--- src/rtl/seg7_capture.sv ---
// ---------------------------------------------------------------------------
// seg7_capture
//   Snoops a multiplexed, active-low 7-segment display bus and reconstructs
//   the three-digit decimal number being shown. Each anode position has to
//   hold a stable {digit,seg} pattern for STABLE_CYCLES clocks before its
//   segment code is sampled. Once all three positions are sampled, the frame
//   is published as BCD and binary, or flagged if any position was
//   undecodable.
//
// Ports
//   clk_50MHz    in   1   system clock
//   reset        in   1   synchronous, active-high reset
//   seg          in   8   segments, active-low; [7]=dp, [6:0]=g,f,e,d,c,b,a
//   digit        in   4   anodes, active-low; [0]=ones [1]=tens [2]=hundreds
//                         [3]=unused position
//   bcd          out  12  last good frame {hundreds,tens,ones}
//   value        out  10  binary equivalent of bcd (0..999)
//   frame_valid  out  1   one-cycle pulse per good frame
//   pattern_err  out  1   one-cycle pulse per frame with an undecodable digit
//   stale        out  1   high while no capture for TIMEOUT_CYCLES clocks
// ---------------------------------------------------------------------------
module seg7_capture #(
   parameter int STABLE_CYCLES  = 16,
   parameter int TIMEOUT_CYCLES = 1048576
) (
   input  logic        clk_50MHz,
   input  logic        reset,
   input  logic [7:0]  seg,
   input  logic [3:0]  digit,
   output logic [11:0] bcd,
   output logic [9:0]  value,
   output logic        frame_valid,
   output logic        pattern_err,
   output logic        stale
);

   localparam logic [1:0] SCAN   = 2'd0;
   localparam logic [1:0] SETTLE = 2'd1;
   localparam logic [1:0] HOLD   = 2'd2;

   localparam int          SW        = $clog2(TIMEOUT_CYCLES + 1);
   localparam logic [SW-1:0] STALE_MAX = SW'(TIMEOUT_CYCLES);
   localparam logic [7:0]  CNT_LAST  = 8'(STABLE_CYCLES - 1);

   // ------------------------------------------------------------------
   // State
   // ------------------------------------------------------------------
   logic [1:0]       state_q;
   logic [7:0]       cnt_q;
   logic [11:0]      prev_q;
   logic [2:0][3:0]  nib_q;
   logic [2:0]       bad_q;
   logic [2:0]       mask_q;
   logic [11:0]      bcd_q;
   logic [9:0]       value_q;
   logic             fv_q;
   logic             pe_q;
   logic [SW-1:0]    stale_cnt_q;

   // ------------------------------------------------------------------
   // Input qualification
   // ------------------------------------------------------------------
   logic [11:0] cur;
   logic        pat_valid;
   logic [1:0]  pos;
   logic        same_pat;
   logic        digit_changed;

   assign cur           = {digit, seg};
   assign same_pat      = (cur == prev_q);
   assign digit_changed = (digit != prev_q[11:8]);

   // Exactly one anode low selects a position; anything else is noise or
   // blanking between scan steps.
   always_comb begin
      pat_valid = 1'b1;
      pos       = 2'd0;
      case (digit)
         4'b1110: pos = 2'd0;
         4'b1101: pos = 2'd1;
         4'b1011: pos = 2'd2;
         4'b0111: pos = 2'd3;
         default: pat_valid = 1'b0;
      endcase
   end

   // ------------------------------------------------------------------
   // Segment decoder (dp ignored, blank reads as zero)
   // ------------------------------------------------------------------
   logic [3:0] dec_val;
   logic       dec_bad;

   always_comb begin
      dec_val = 4'd0;
      dec_bad = 1'b0;
      case (seg[6:0])
         7'h40: dec_val = 4'd0;
         7'h79: dec_val = 4'd1;
         7'h24: dec_val = 4'd2;
         7'h30: dec_val = 4'd3;
         7'h19: dec_val = 4'd4;
         7'h12: dec_val = 4'd5;
         7'h02: dec_val = 4'd6;
         7'h78: dec_val = 4'd7;
         7'h00: dec_val = 4'd8;
         7'h10: dec_val = 4'd9;
         7'h7F: dec_val = 4'd0;
         default: dec_bad = 1'b1;
      endcase
   end

   // ------------------------------------------------------------------
   // Settle FSM
   // ------------------------------------------------------------------
   logic [1:0] state_d;
   logic [7:0] cnt_d;
   logic       sample;

   always_comb begin
      state_d = state_q;
      cnt_d   = cnt_q;
      sample  = 1'b0;
      case (state_q)
         SCAN: begin
            if (pat_valid) begin
               state_d = SETTLE;
               cnt_d   = '0;
            end
         end
         SETTLE: begin
            if (!same_pat) begin
               cnt_d = '0;
               if (!pat_valid)
                  state_d = SCAN;
            end else if (cnt_q + 8'd1 == CNT_LAST) begin
               // The edge on which the counter would reach its last value
               // is the STABLE_CYCLES-th edge seeing this pattern.
               sample  = 1'b1;
               state_d = HOLD;
               cnt_d   = '0;
            end else begin
               cnt_d = cnt_q + 8'd1;
            end
         end
         HOLD: begin
            // Only anode movement matters here; segment flicker within the
            // same position is deliberately ignored.
            if (digit_changed) begin
               cnt_d   = '0;
               state_d = pat_valid ? SETTLE : SCAN;
            end
         end
         default: begin
            state_d = SCAN;
            cnt_d   = '0;
         end
      endcase
   end

   // ------------------------------------------------------------------
   // Frame assembly
   // ------------------------------------------------------------------
   logic             store;
   logic [2:0][3:0]  nib_d;
   logic [2:0]       bad_d;
   logic [2:0]       mask_d;
   logic             frame_done;
   logic             frame_good;
   logic [9:0]       hun_x100;
   logic [9:0]       ten_x10;
   logic [9:0]       value_d;

   // Position 3 samples count as activity but never touch the frame.
   assign store = sample && (pos != 2'd3);

   always_comb begin
      nib_d  = nib_q;
      bad_d  = bad_q;
      mask_d = mask_q;
      if (store) begin
         nib_d[pos]  = dec_val;
         bad_d[pos]  = dec_bad;
         mask_d[pos] = 1'b1;
      end
   end

   assign frame_done = store && (mask_d == 3'b111);
   assign frame_good = frame_done && (bad_d == 3'b000);

   // Nibbles are decoded digits (<= 9) whenever the frame is good, so the
   // sum never exceeds 999 and fits the 10-bit result.
   assign hun_x100 = 10'(nib_d[2]) * 10'd100;
   assign ten_x10  = 10'(nib_d[1]) * 10'd10;
   assign value_d  = hun_x100 + ten_x10 + 10'(nib_d[0]);

   // ------------------------------------------------------------------
   // Registers
   // ------------------------------------------------------------------
   always_ff @(posedge clk_50MHz) begin
      if (reset) begin
         state_q     <= SCAN;
         cnt_q       <= '0;
         prev_q      <= '1;
         nib_q       <= '0;
         bad_q       <= '0;
         mask_q      <= '0;
         bcd_q       <= '0;
         value_q     <= '0;
         fv_q        <= 1'b0;
         pe_q        <= 1'b0;
         stale_cnt_q <= '0;
      end else begin
         state_q <= state_d;
         cnt_q   <= cnt_d;
         prev_q  <= cur;
         nib_q   <= nib_d;

         if (frame_done) begin
            mask_q <= '0;
            bad_q  <= '0;
         end else begin
            mask_q <= mask_d;
            bad_q  <= bad_d;
         end

         if (frame_good) begin
            bcd_q   <= {nib_d[2], nib_d[1], nib_d[0]};
            value_q <= value_d;
         end

         fv_q <= frame_good;
         pe_q <= frame_done && !frame_good;

         if (sample)
            stale_cnt_q <= '0;
         else if (stale_cnt_q != STALE_MAX)
            stale_cnt_q <= stale_cnt_q + 1'b1;
      end
   end

   assign bcd         = bcd_q;
   assign value       = value_q;
   assign frame_valid = fv_q;
   assign pattern_err = pe_q;
   assign stale       = (stale_cnt_q == STALE_MAX);

endmodule
--- config.mk ---
export PLATFORM = sky130hd
export DESIGN_NAME = seg7_capture
export DESIGN_NICKNAME = d
export VERILOG_FILES = /design/src/rtl/seg7_capture.sv
export SDC_FILE = /design/constraint.sdc
export NUM_CORES = 1
export LEC_CHECK = 0
export BUFFER_PORTS_ARGS = -buffer_cell sky130_fd_sc_hd__buf_4
export CORE_MARGIN = 8
export CORE_UTILIZATION = 60
export CTS_CLUSTER_DIAMETER = 150
export DETAILED_ROUTE_END_ITERATION = 10
export HOLD_SLACK_MARGIN = 0.02
export PLACE_DENSITY = 0.78
export SYNTH_ARGS = -nofsm -noshare
export SYNTH_HDL_FRONTEND = slang
export SYNTH_SLANG_ARGS = --single-unit
--- constraint.sdc ---
create_clock -name clk_50MHz -period 9.9 [get_ports clk_50MHz]
set_input_delay 0.495 -clock clk_50MHz [delete_from_list [all_inputs] [get_ports clk_50MHz]]
set_output_delay 0.495 -clock clk_50MHz [all_outputs]
set_load 0.005 [all_outputs]
==> metrics, run 1 <==
result of the run finished clean; layout cell share with drive strength beyond 1 15.3%; most frequent standard cell in the layout excluding fill and tap cells sky130_fd_sc_hd__dfxtp_1; net switching fraction of the power 25.5%; Power Total 0.638 mW; Final Hold Violating Endpoints 0; number of endpoints failing setup at the final stage 0; clock-pin slew on the worst setup and hold paths 0.08 ns; count of synthesis-stage warnings from yosys 0; sequential group share of total power 53.8%; portion of the post-synthesis area used by sequential elements 35.1%; Max clock buf depth 2; Worst EP required 10.15 ns; Overall Global Routing Usage 20.1%; antenna viol nets, final 0; Total Die Area 11100 sq um; placeable core region 7730 sq um; antenna violations before repair 0; period utilization 52.3%; total leakage power 2.14 nW; grt total ovfl 0; Cell Area, Synth 4790 sq um; first-pass iteration count of the detailed router 5; global placer's final weighted congestion 0.851; post-synth net total 597; unrepaired setup endpoints after global routing no; CP Capture Type flop; number of vias in the routed layout 4026; clock tree skew after final layout 0.0104 ns; clock root buffer sky130_fd_sc_hd__clkbuf_8; least setup slack across all paths after layout 4.72 ns; Internal Power 0.476 mW; average wire length per cell after detail routing 16.2 um; placement row count 32; top flip-flop cell by instance count after synthesis sky130_fd_sc_hd__dfxtp_1; cell accounting for the most synthesized area sky130_fd_sc_hd__dfxtp_1; FMAX 193 MHz; pre-CTS setup slack 4.60 ns; worst-case vdd ir drop 0.0653 mV; post-detailed-placement half-perimeter wirelength 8040 um; most frequent cells in the layout 84 x sky130_fd_sc_hd__dfxtp_1, 63 x sky130_fd_sc_hd__nor2_1, 39 x sky130_fd_sc_hd__buf_4, 38 x sky130_fd_sc_hd__inv_1, 36 x sky130_fd_sc_hd__a21oi_1; cells after synthesis 551; Post-Route Setup TNS 0 ns; post-cts hold buffer count 0; post-CTS setup-driven buffer insertion count 0; total wire length after detailed routing 11000 um; TritonCTS clock tree yes; startpoint type of the worst setup path flop; switching pwr 0.163 mW; Filler cells 629; largest cells by area after synthesis sky130_fd_sc_hd__dfxtp_1 35%, sky130_fd_sc_hd__ha_1 7.1%, sky130_fd_sc_hd__nor2_1 4.9%, sky130_fd_sc_hd__xor2_1 4.0%, sky130_fd_sc_hd__a21oi_1 3.8%; die width 105 um; maximum level of the CTS H-tree 3; share of Yosys cell area claimed by the top area cell type 35.1%; unique cell type count in the Yosys netlist 70; transition at the pin with the smallest max-transition slack 0.836 ns; worst rel slew slack 44.0%; average size of a mapped cell 8.69 sq um; global-route wire length before repair 18500 um; initial standard-cell utilization of the core 62.0%; combinational share of power 7.4%; Max-cap violations 0; later-pin clock latency in the skew report 0.36 ns; PortBufs 38; count of instances resized after the clock tree is built 0; via count of the first global-routing pass 3857; Initial DRC Count 264; vertical extent of the die 105 um; path type of the worst min-delay path in2reg; largest driver fanout on the critical path 6; final layout net count 617; pin count of the biggest net entering global routing 54; per-cell via count in the routed design 5.94; remaining routing DRC violations 0; power per cell area 122 nW/um^2; number of register bits inferred by synthesis 84; part of the total power dissipated in the clock network 38.8%; total number of clock tree sinks 84; relative area change from synthesis to final layout 9.38%; clock buffer count from CTS 9; number of ports placed on the die boundary 39; antenna diode count 0; Slew Limit Fails 0; share of async-settable or async-resettable flops after synthesis 0%; classification of the worst setup path reg2reg; arrival time of the worst setup path 5.43 ns; final critical delay including setup and external delays 5.18 ns; EDFF count, synth 0
## cell type report
class	instances	area (sq um)	area share (%)
inverters	39	146	2.79
repair buffers	39	293	5.59
flip-flops and latches	84	1680	32.1
multi-input cells	398	2790	53.3
well taps	102	128	2.44
clock buffers	9	124	2.36
clock inverters	7	76.3	1.46
## critical path, stage by stage (launching register included)
cell and delay [ns]:
sky130_fd_sc_hd__dfxtp_1 0.36, sky130_fd_sc_hd__ha_1 0.26, sky130_fd_sc_hd__nand4bb_1 0.20, sky130_fd_sc_hd__a211oi_1 0.37, sky130_fd_sc_hd__nor2_1 0.31, sky130_fd_sc_hd__nor3_4 0.39
sky130_fd_sc_hd__mux2i_1 0.48, sky130_fd_sc_hd__inv_1 0.15, sky130_fd_sc_hd__ha_1 0.22, sky130_fd_sc_hd__ha_1 0.20, sky130_fd_sc_hd__inv_1 0.08, sky130_fd_sc_hd__fa_1 0.41
sky130_fd_sc_hd__inv_1 0.07, sky130_fd_sc_hd__ha_1 0.22, sky130_fd_sc_hd__ha_1 0.36, sky130_fd_sc_hd__nand3_1 0.10, sky130_fd_sc_hd__o211ai_1 0.11, sky130_fd_sc_hd__o41ai_1 0.33
sky130_fd_sc_hd__xnor2_1 0.16, sky130_fd_sc_hd__nor4_1 0.06, sky130_fd_sc_hd__a31o_2 0.23
## state kept, by name, indices dropped and copies added (netlist names)
| register | cells |
|---|---|
| bcd | 12 |
| prev_q | 12 |
| nib_q | 12 |
| cnt_q | 8 |
| frame_valid | 1 |
| value | 9 |
| mask_q | 3 |
| stale_cnt_q | 21 |
| state_q | 2 |
| pattern_err | 1 |
| bad_q | 3 |
## synth_stat cells, drive strengths merged (4+ instances only)
| library cell | n |
|---|---|
| a211oi | 7 |
| a21oi | 36 |
| and3 | 6 |
| buf | 21 |
| clkbuf | 9 |
| dfxtp | 84 |
| fa | 5 |
| ha | 27 |
| inv | 39 |
| mux2i | 9 |
| nand2 | 26 |
| nand2b | 4 |
| nand3 | 22 |
| nand3b | 4 |
| nand4 | 11 |
| nor2 | 63 |
| nor3 | 18 |
| nor4 | 11 |
| o211ai | 4 |
| o21a | 4 |
| o21ai | 25 |
| o31ai | 4 |
| or2 | 13 |
| or3 | 4 |
| xnor2 | 16 |
| xor2 | 25 |
## logic make-up (layout without fill, tap and decap cells)
kind of cell,count (synthesis),count (layout),share of synthesized area (%)
xor+xnor,41,41,7.97
mux,11,11,2.35
fa+ha+maj,32,32,9.14
flops,84,84,35.1
simple gates,206,206,24.1
buf+inv,69,94,6.63
compound gates,108,108,14.7
## path summary, 6_finish.rpt
path / startpoint / end / slack (ns) / cells past startpoint
min reg2reg: mask_q[0]$_SDFF_PP0_ / mask_q[0]$_SDFF_PP0_ / 0.47 / 2
min: seg[7] / prev_q[7]$_SDFF_PP1_ / 0.34 / 2
max: cnt_q[0]$_SDFFE_PP0P_ / value[9]$_SDFFE_PP0P_ / 4.72 / 20
max reg2reg: cnt_q[0]$_SDFFE_PP0P_ / value[9]$_SDFFE_PP0P_ / 4.72 / 20
## routing by layer
metal	part of all wire [%]	GRT usage (%)	up-vias
li1	-	-	1976
met1	44	24.8	1925
met2	48	33.1	109
met3	6.4	4.14	16
met4	1.5	8.77	0
met5	0	0	-
## power groups by stage
stage / Clock, mW / Sequential, mW / Combinational (mW)
5_1_grt: 0.266 / 0.344 / 0.0516
4_1_cts: 0.250 / 0.344 / 0.0467
6_report: 0.248 / 0.344 / 0.0470
3_5_place_dp: 0 / 0.352 / 0.0464
3_3_place_gp: 0 / 0.352 / 0.0454
2_1_floorplan: 0 / 0.351 / 0.0372
## per-stage QoR
step	utilization, %	hold WS (ns)	cells	instance area, sq um
after floorplan	-	0.427	551	4790
after global placement	65.2	0.442	662	5040
after detailed placement	65.2	0.455	662	5040
after CTS	67.8	0.330	678	5240
after global routing	67.8	0.324	678	5240
final	67.8	0.339	678	5240
Power figures use the tool's default switching activity.
==> inputs of run 2 (changes only) <==
- ABC_AREA: unset -> 1
- clock period: 9.9 -> 5.3 ns (I/O delays scaled with it)
==> metrics, run 2 <==
most frequent standard cell in the layout excluding fill and tap cells sky130_fd_sc_hd__nand2_1; cells after synthesis 705; Initial DRC Count 201; most numerous cell in the Yosys netlist sky130_fd_sc_hd__nand2_1; relative area change from synthesis to final layout 12.0%; path type of the worst min-delay path in2reg; Total Die Area 11200 sq um; Cell Area, Placed 5170 sq um; final core utilization 69.7%; EDFF count, synth 0; classification of the worst setup path reg2reg; vertical extent of the die 106 um; most frequent cells in the layout 171 x sky130_fd_sc_hd__nand2_1, 104 x sky130_fd_sc_hd__nor2_1, 102 x sky130_fd_sc_hd__inv_1, 84 x sky130_fd_sc_hd__dfxtp_1, 58 x sky130_fd_sc_hd__nand3_1; largest driver fanout on the critical path 11; die width 106 um; result of the run finished clean; xor and xnor area share after synthesis 4.17%; total wire length after detailed routing 10500 um; TritonCTS clock tree yes; total leakage power 2.65 nW; count of synthesis-stage warnings from yosys 0; average wire length per cell after detail routing 12.3 um; average size of a mapped cell 6.86 sq um; placeable core region 7770 sq um; first-pass iteration count of the detailed router 5; grt total ovfl 0; final critical delay including setup and external delays 4.71 ns; maximum level of the CTS H-tree 3; post-detailed-placement half-perimeter wirelength 7950 um; worst rel slew slack 33.2%; number of endpoints failing setup at the final stage 0; worst-case vdd ir drop 0.174 mV; PortBufs 38; Reg2Reg Setup Slack 0.59 ns; unrepaired setup endpoints after global routing no; layout cell share with drive strength beyond 1 12.2%; antenna viol nets, final 0; share of async-settable or async-resettable flops after synthesis 0%; initial standard-cell utilization of the core 62.2%; unique cell type count in the Yosys netlist 38; largest reg by FF count stale_cnt_q; Slew Limit Fails 0; later-pin clock latency in the skew report 0.35 ns; Overall Global Routing Usage 19.3%; via count of the first global-routing pass 4251; Top Family by Delay on Critical Path adder cells; busiest grt layer met2; met2 capacity usage during global routing 33.9%; antenna violations before repair 0; clock tree skew after final layout 0.0124 ns; per-cell via count in the routed design 5.15; FMAX 212 MHz; Max clock buf depth 2; startpoint type of the worst setup path flop; Post-Route Hold Slack 0.126 ns; Largest stage delay, worst path 0.48 ns; Largest register FFs 21; total number of clock tree sinks 84; top flip-flop cell by instance count after synthesis sky130_fd_sc_hd__dfxtp_1; CP Capture Type flop; buffer and inverter count on the worst path 4; largest cells by area after synthesis sky130_fd_sc_hd__dfxtp_1 35%, sky130_fd_sc_hd__nand2_1 13%, sky130_fd_sc_hd__nor2_1 8.1%, sky130_fd_sc_hd__inv_1 7.9%, sky130_fd_sc_hd__ha_1 7.0%; post-synth net total 751; number of register bits inferred by synthesis 84; cell with the biggest individual delay on the critical path sky130_fd_sc_hd__fa_1; area share of fa/ha/maj cells after synthesis 9.06%; number of ports placed on the die boundary 39; post-CTS setup-driven buffer insertion count 0; transition at the pin with the smallest max-transition slack 0.996 ns; final layout net count 787; Filler cells 672; global placer's final weighted congestion 0.894; fraction of met3 tracks used by global routing 3.71%; synthesized-area fraction occupied by ao, oa, aoi and oai cells 6.06%; mux contribution to synthesized area 0%; Cell Area, Synth 4830 sq um; portion of the post-synthesis area used by sequential elements 34.8%; synthesized-area fraction occupied by and/or/nand/nor cells 35.4%; cell accounting for the most synthesized area sky130_fd_sc_hd__dfxtp_1; remaining routing DRC violations 0; Final Hold Violating Endpoints 0; clock-pin slew on the worst setup and hold paths 0.09 ns; Worst EP required 5.54 ns; antenna diode count 0; clock root buffer sky130_fd_sc_hd__clkbuf_8; number of vias in the routed layout 4371; met1 Track Usage GR 23.3%; share of Yosys cell area claimed by the top area cell type 34.8%; main combinational cell family by area after synthesis simple AND/OR/NAND/NOR gates; multi-input gate area in the final layout 2640 sq um; Max-cap violations 0; period utilization 88.9%; Post-Route Setup TNS 0 ns; placement row count 32; clock buffer count from CTS 9; global-route wire length before repair 18600 um; summed area of non-filler cells in the final layout 5420 sq um; pin count of the biggest net entering global routing 37; power per cell area 235 nW/um^2; cell types with the highest counts after synthesis 171 x sky130_fd_sc_hd__nand2_1, 104 x sky130_fd_sc_hd__nor2_1, 102 x sky130_fd_sc_hd__inv_1; sequential cell area 1680 sq um; arrival time of the worst setup path 4.95 ns
## run 2: cell count changes in the layout (fill, tap and decap cells not counted), moves of 9 or more
| cell | change |
|---|---|
| sky130_fd_sc_hd__nand2_1 | +145 |
| sky130_fd_sc_hd__nor2_2 | +10 |
| sky130_fd_sc_hd__nor2_1 | +41 |
| sky130_fd_sc_hd__nand3_1 | +36 |
| sky130_fd_sc_hd__inv_1 | +64 |
| sky130_fd_sc_hd__mux2i_1 | -9 |
## run 2: per-layer routing
layer  share of wire [%]  wire length (um)
met1                  47              4880
met2                  49              5110
met3                 3.4               351
met4                 1.2               121
met5                   0                 0
## run 2: power by group
group / switching, mW / internal, mW
registers: 0.00462 / 0.638
logic: 0.0506 / 0.0263
clock network: 0.236 / 0.317
## run 2: final cells by class
| cell class | count | area share (%) |
|---|---|---|
| clock buffers | 9 | 2.29 |
| repair buffers | 42 | 5.82 |
| flip-flops and latches | 84 | 31.0 |
| well taps | 102 | 2.36 |
| inverters | 107 | 7.42 |
| clock inverters | 7 | 2.26 |
| multi-input cells | 497 | 48.8 |
## run 2: path summary, 6_finish.rpt
check                                           start                    end  cells after the start
worst max-delay path            cnt_q[0]$_SDFFE_PP0P_  value[8]$_SDFFE_PP0P_                     28
worst min-delay path                           seg[7]   prev_q[7]$_SDFF_PP1_                      2
worst max register to register  cnt_q[0]$_SDFFE_PP0P_  value[8]$_SDFFE_PP0P_                     28
worst min register to register   mask_q[2]$_SDFF_PP0_   mask_q[2]$_SDFF_PP0_                      2
## run 2: stage by stage
step                      total power, mW  worst slack [ns]  cells
after detailed placement            0.735             0.543    832
after global routing                 1.32            0.0743    848
after CTS                            1.28             0.507    848
after floorplan                     0.709              1.09    705
final                                1.27             0.591    848
after global placement              0.732             0.796    832
## run 2: cells by family (layout without fill, tap and decap cells)
group                    Yosys count  in the layout
adder cells (fa/ha/maj)           32             32
flip-flops                        84             84
buffers and inverters            124            165
XOR/XNOR                          23             23
AO/OA/AOI/OAI                     53             53
AND/OR/NAND/NOR                  389            389
## run 2: worst reg2reg max path: cells and delay by family (launching register included)
| family | cells | cell delay [ns] |
|---|---|---|
| adders and majority gates | 6 | 1.81 |
| and+or+nand+nor | 14 | 1.52 |
| AOI/OAI and AO/OA | 3 | 0.57 |
| DFF | 1 | 0.35 |
| buffers and inverters | 4 | 0.21 |
| xor gates and xnor gates | 1 | 0.12 |
## run 2: repair_timing
item | CTS | global route
setup endpoints to repair | 0 | 1
resized for setup | 0 | 1
hold buffers | 0 | 0
==> inputs of run 3 (changes only) <==
- ABC_AREA: 1 -> unset
==> metrics, run 3 (synthesis gave the netlist of run 1 again) <==
result of the run finished clean; most frequent standard cell in the layout excluding fill and tap cells sky130_fd_sc_hd__dfxtp_1; Largest register FFs 21; count of instances resized after the clock tree is built 0; global-route wire length before repair 18900 um; Final Hold Violating Endpoints 0; Cell Area, Placed 5080 sq um; post-detailed-placement half-perimeter wirelength 7940 um; startpoint type of the worst setup path flop; unrepaired setup endpoints after global routing no; worst rel slew slack 49.7%; largest reg by FF count stale_cnt_q; die width 105 um; pre-CTS setup slack 0.374 ns; switching pwr 0.307 mW; remaining routing DRC violations 0; pin count of the biggest net entering global routing 54; CP Capture Type flop; clock buffer count from CTS 9; summed area of non-filler cells in the final layout 5310 sq um; clock root buffer sky130_fd_sc_hd__clkbuf_8; largest driver fanout on the critical path 8; number of cells after detailed placement 668; antenna violations before repair 0; via count of the first global-routing pass 4041; number of ports placed on the die boundary 39; Overall Global Routing Usage 20.4%; antenna diode count 0; Power Total 1.25 mW; average wire length per cell after detail routing 16.3 um; arrival time of the worst setup path 5.16 ns; relative area change from synthesis to final layout 10.9%; least setup slack across all paths after layout 0.399 ns; global placer's final weighted congestion 0.862; transition at the pin with the smallest max-transition slack 0.754 ns; Max-cap violations 0; maximum level of the CTS H-tree 3; initial standard-cell utilization of the core 62.0%; PortBufs 38; part of the total power dissipated in the clock network 41.3%; Worst EP required 5.56 ns; most frequent cells in the layout 84 x sky130_fd_sc_hd__dfxtp_1, 62 x sky130_fd_sc_hd__nor2_1, 45 x sky130_fd_sc_hd__buf_4, 38 x sky130_fd_sc_hd__inv_1, 36 x sky130_fd_sc_hd__a21oi_1; placement row count 32; total wire length after detailed routing 11100 um; layout cell share with drive strength beyond 1 16.5%; Post-Route Setup TNS 0 ns; post-CTS setup-driven buffer insertion count 0; net switching fraction of the power 24.7%; final layout net count 623; post-cts hold buffer count 0; period utilization 92.5%; Slew Limit Fails 0; combinational share of power 7.2%; worst-case vdd ir drop 0.186 mV; placeable core region 7730 sq um; number of endpoints failing setup at the final stage 0; first-pass iteration count of the detailed router 6; final critical delay including setup and external delays 4.90 ns; number of vias in the routed layout 4080; TritonCTS clock tree yes; total number of clock tree sinks 84; total leakage power 2.18 nW; path type of the worst min-delay path in2reg; per-cell via count in the routed design 5.96; clock-pin slew on the worst setup and hold paths 0.08 ns; Internal Power 0.938 mW; Initial DRC Count 325; clock tree skew after final layout 0.0109 ns; power per cell area 234 nW/um^2; FMAX 204 MHz; vertical extent of the die 105 um; Max clock buf depth 2; later-pin clock latency in the skew report 0.36 ns; sequential group share of total power 51.6%; grt total ovfl 0; classification of the worst setup path reg2reg; Total Die Area 11100 sq um; fin cells 684; antenna viol nets, final 0
-- run 3: cell count changes in the layout (fill, tap and decap cells not counted), moves of 8 or more --
cell | previous run | this run
sky130_fd_sc_hd__a21oi_1 | 28 | 36
sky130_fd_sc_hd__o21ai_1 | 2 | 10
sky130_fd_sc_hd__nor2_1 | 104 | 62
sky130_fd_sc_hd__inv_1 | 102 | 38
sky130_fd_sc_hd__xnor2_1 | 8 | 16
sky130_fd_sc_hd__nor2_2 | 10 | 1
sky130_fd_sc_hd__nand3_1 | 58 | 22
sky130_fd_sc_hd__mux2i_1 | 0 | 9
sky130_fd_sc_hd__nand2_1 | 171 | 26
-- run 3: per-stage QoR --
stage | hold slack, ns | utilization, %
final | 0.107 | 68.8
after global placement | 0.440 | 65.8
after global routing | 0.103 | 68.8
after detailed placement | 0.447 | 65.8
after floorplan | 0.372 | -
after CTS | 0.0911 | 68.7
-- run 3: final cells by class --
class,count,area (sq um)
Timing Repair Buffer,45,338
Clock buffer,9,124
Inverter,39,146
Tap cell,102,128
Sequential cell,84,1680
Multi-Input combinational cell,398,2800
Fill cell,634,2410
Clock inverter,7,98.8
-- run 3: worst max-delay path, stage by stage, from the launching register on --
cell	delay (ns)
sky130_fd_sc_hd__dfxtp_1	0.36
sky130_fd_sc_hd__ha_1	0.25
sky130_fd_sc_hd__nand4bb_1	0.19
sky130_fd_sc_hd__a211oi_1	0.39
sky130_fd_sc_hd__or2_4	0.27
sky130_fd_sc_hd__nand3_1	0.16
sky130_fd_sc_hd__a32oi_2	0.34
sky130_fd_sc_hd__inv_1	0.10
sky130_fd_sc_hd__ha_1	0.30
sky130_fd_sc_hd__ha_1	0.17
sky130_fd_sc_hd__inv_1	0.06
sky130_fd_sc_hd__fa_1	0.37
sky130_fd_sc_hd__xor2_1	0.17
sky130_fd_sc_hd__ha_1	0.30
sky130_fd_sc_hd__ha_1	0.35
sky130_fd_sc_hd__nand3_1	0.10
sky130_fd_sc_hd__o211ai_1	0.11
sky130_fd_sc_hd__o41ai_1	0.32
sky130_fd_sc_hd__xnor2_1	0.17
sky130_fd_sc_hd__nor4_1	0.07
sky130_fd_sc_hd__a31o_2	0.23
-- run 3: routing by layer --
| metal | part of all wire (%) | vias up | global-route usage (%) |
|---|---|---|---|
| li1 | - | 1988 | - |
| met1 | 44 | 1925 | 24.2 |
| met2 | 48 | 140 | 34.8 |
| met3 | 6.2 | 27 | 5.72 |
| met4 | 1.7 | 0 | 6.42 |
| met5 | 0 | - | 0 |
-- run 3: power groups by stage --
| stage | clock (mW) | combinational, mW | sequential [mW] |
|---|---|---|---|
| floorplan | 0 | 0.0695 | 0.656 |
| global route | 0.547 | 0.0981 | 0.643 |
| finish | 0.514 | 0.0891 | 0.642 |
| global placement | 0 | 0.0858 | 0.657 |
| detailed placement | 0 | 0.0884 | 0.657 |
| CTS | 0.524 | 0.0889 | 0.642 |
-- run 3: path summary, 6_finish.rpt --
path / start / endpoint / slack, ns / cells after the start
min reg2reg: mask_q[0]$_SDFF_PP0_ / mask_q[0]$_SDFF_PP0_ / 0.46 / 2
min: seg[7] / prev_q[7]$_SDFF_PP1_ / 0.11 / 2
max: cnt_q[0]$_SDFFE_PP0P_ / value[9]$_SDFFE_PP0P_ / 0.40 / 20
max reg2reg: cnt_q[0]$_SDFFE_PP0P_ / value[9]$_SDFFE_PP0P_ / 0.40 / 20
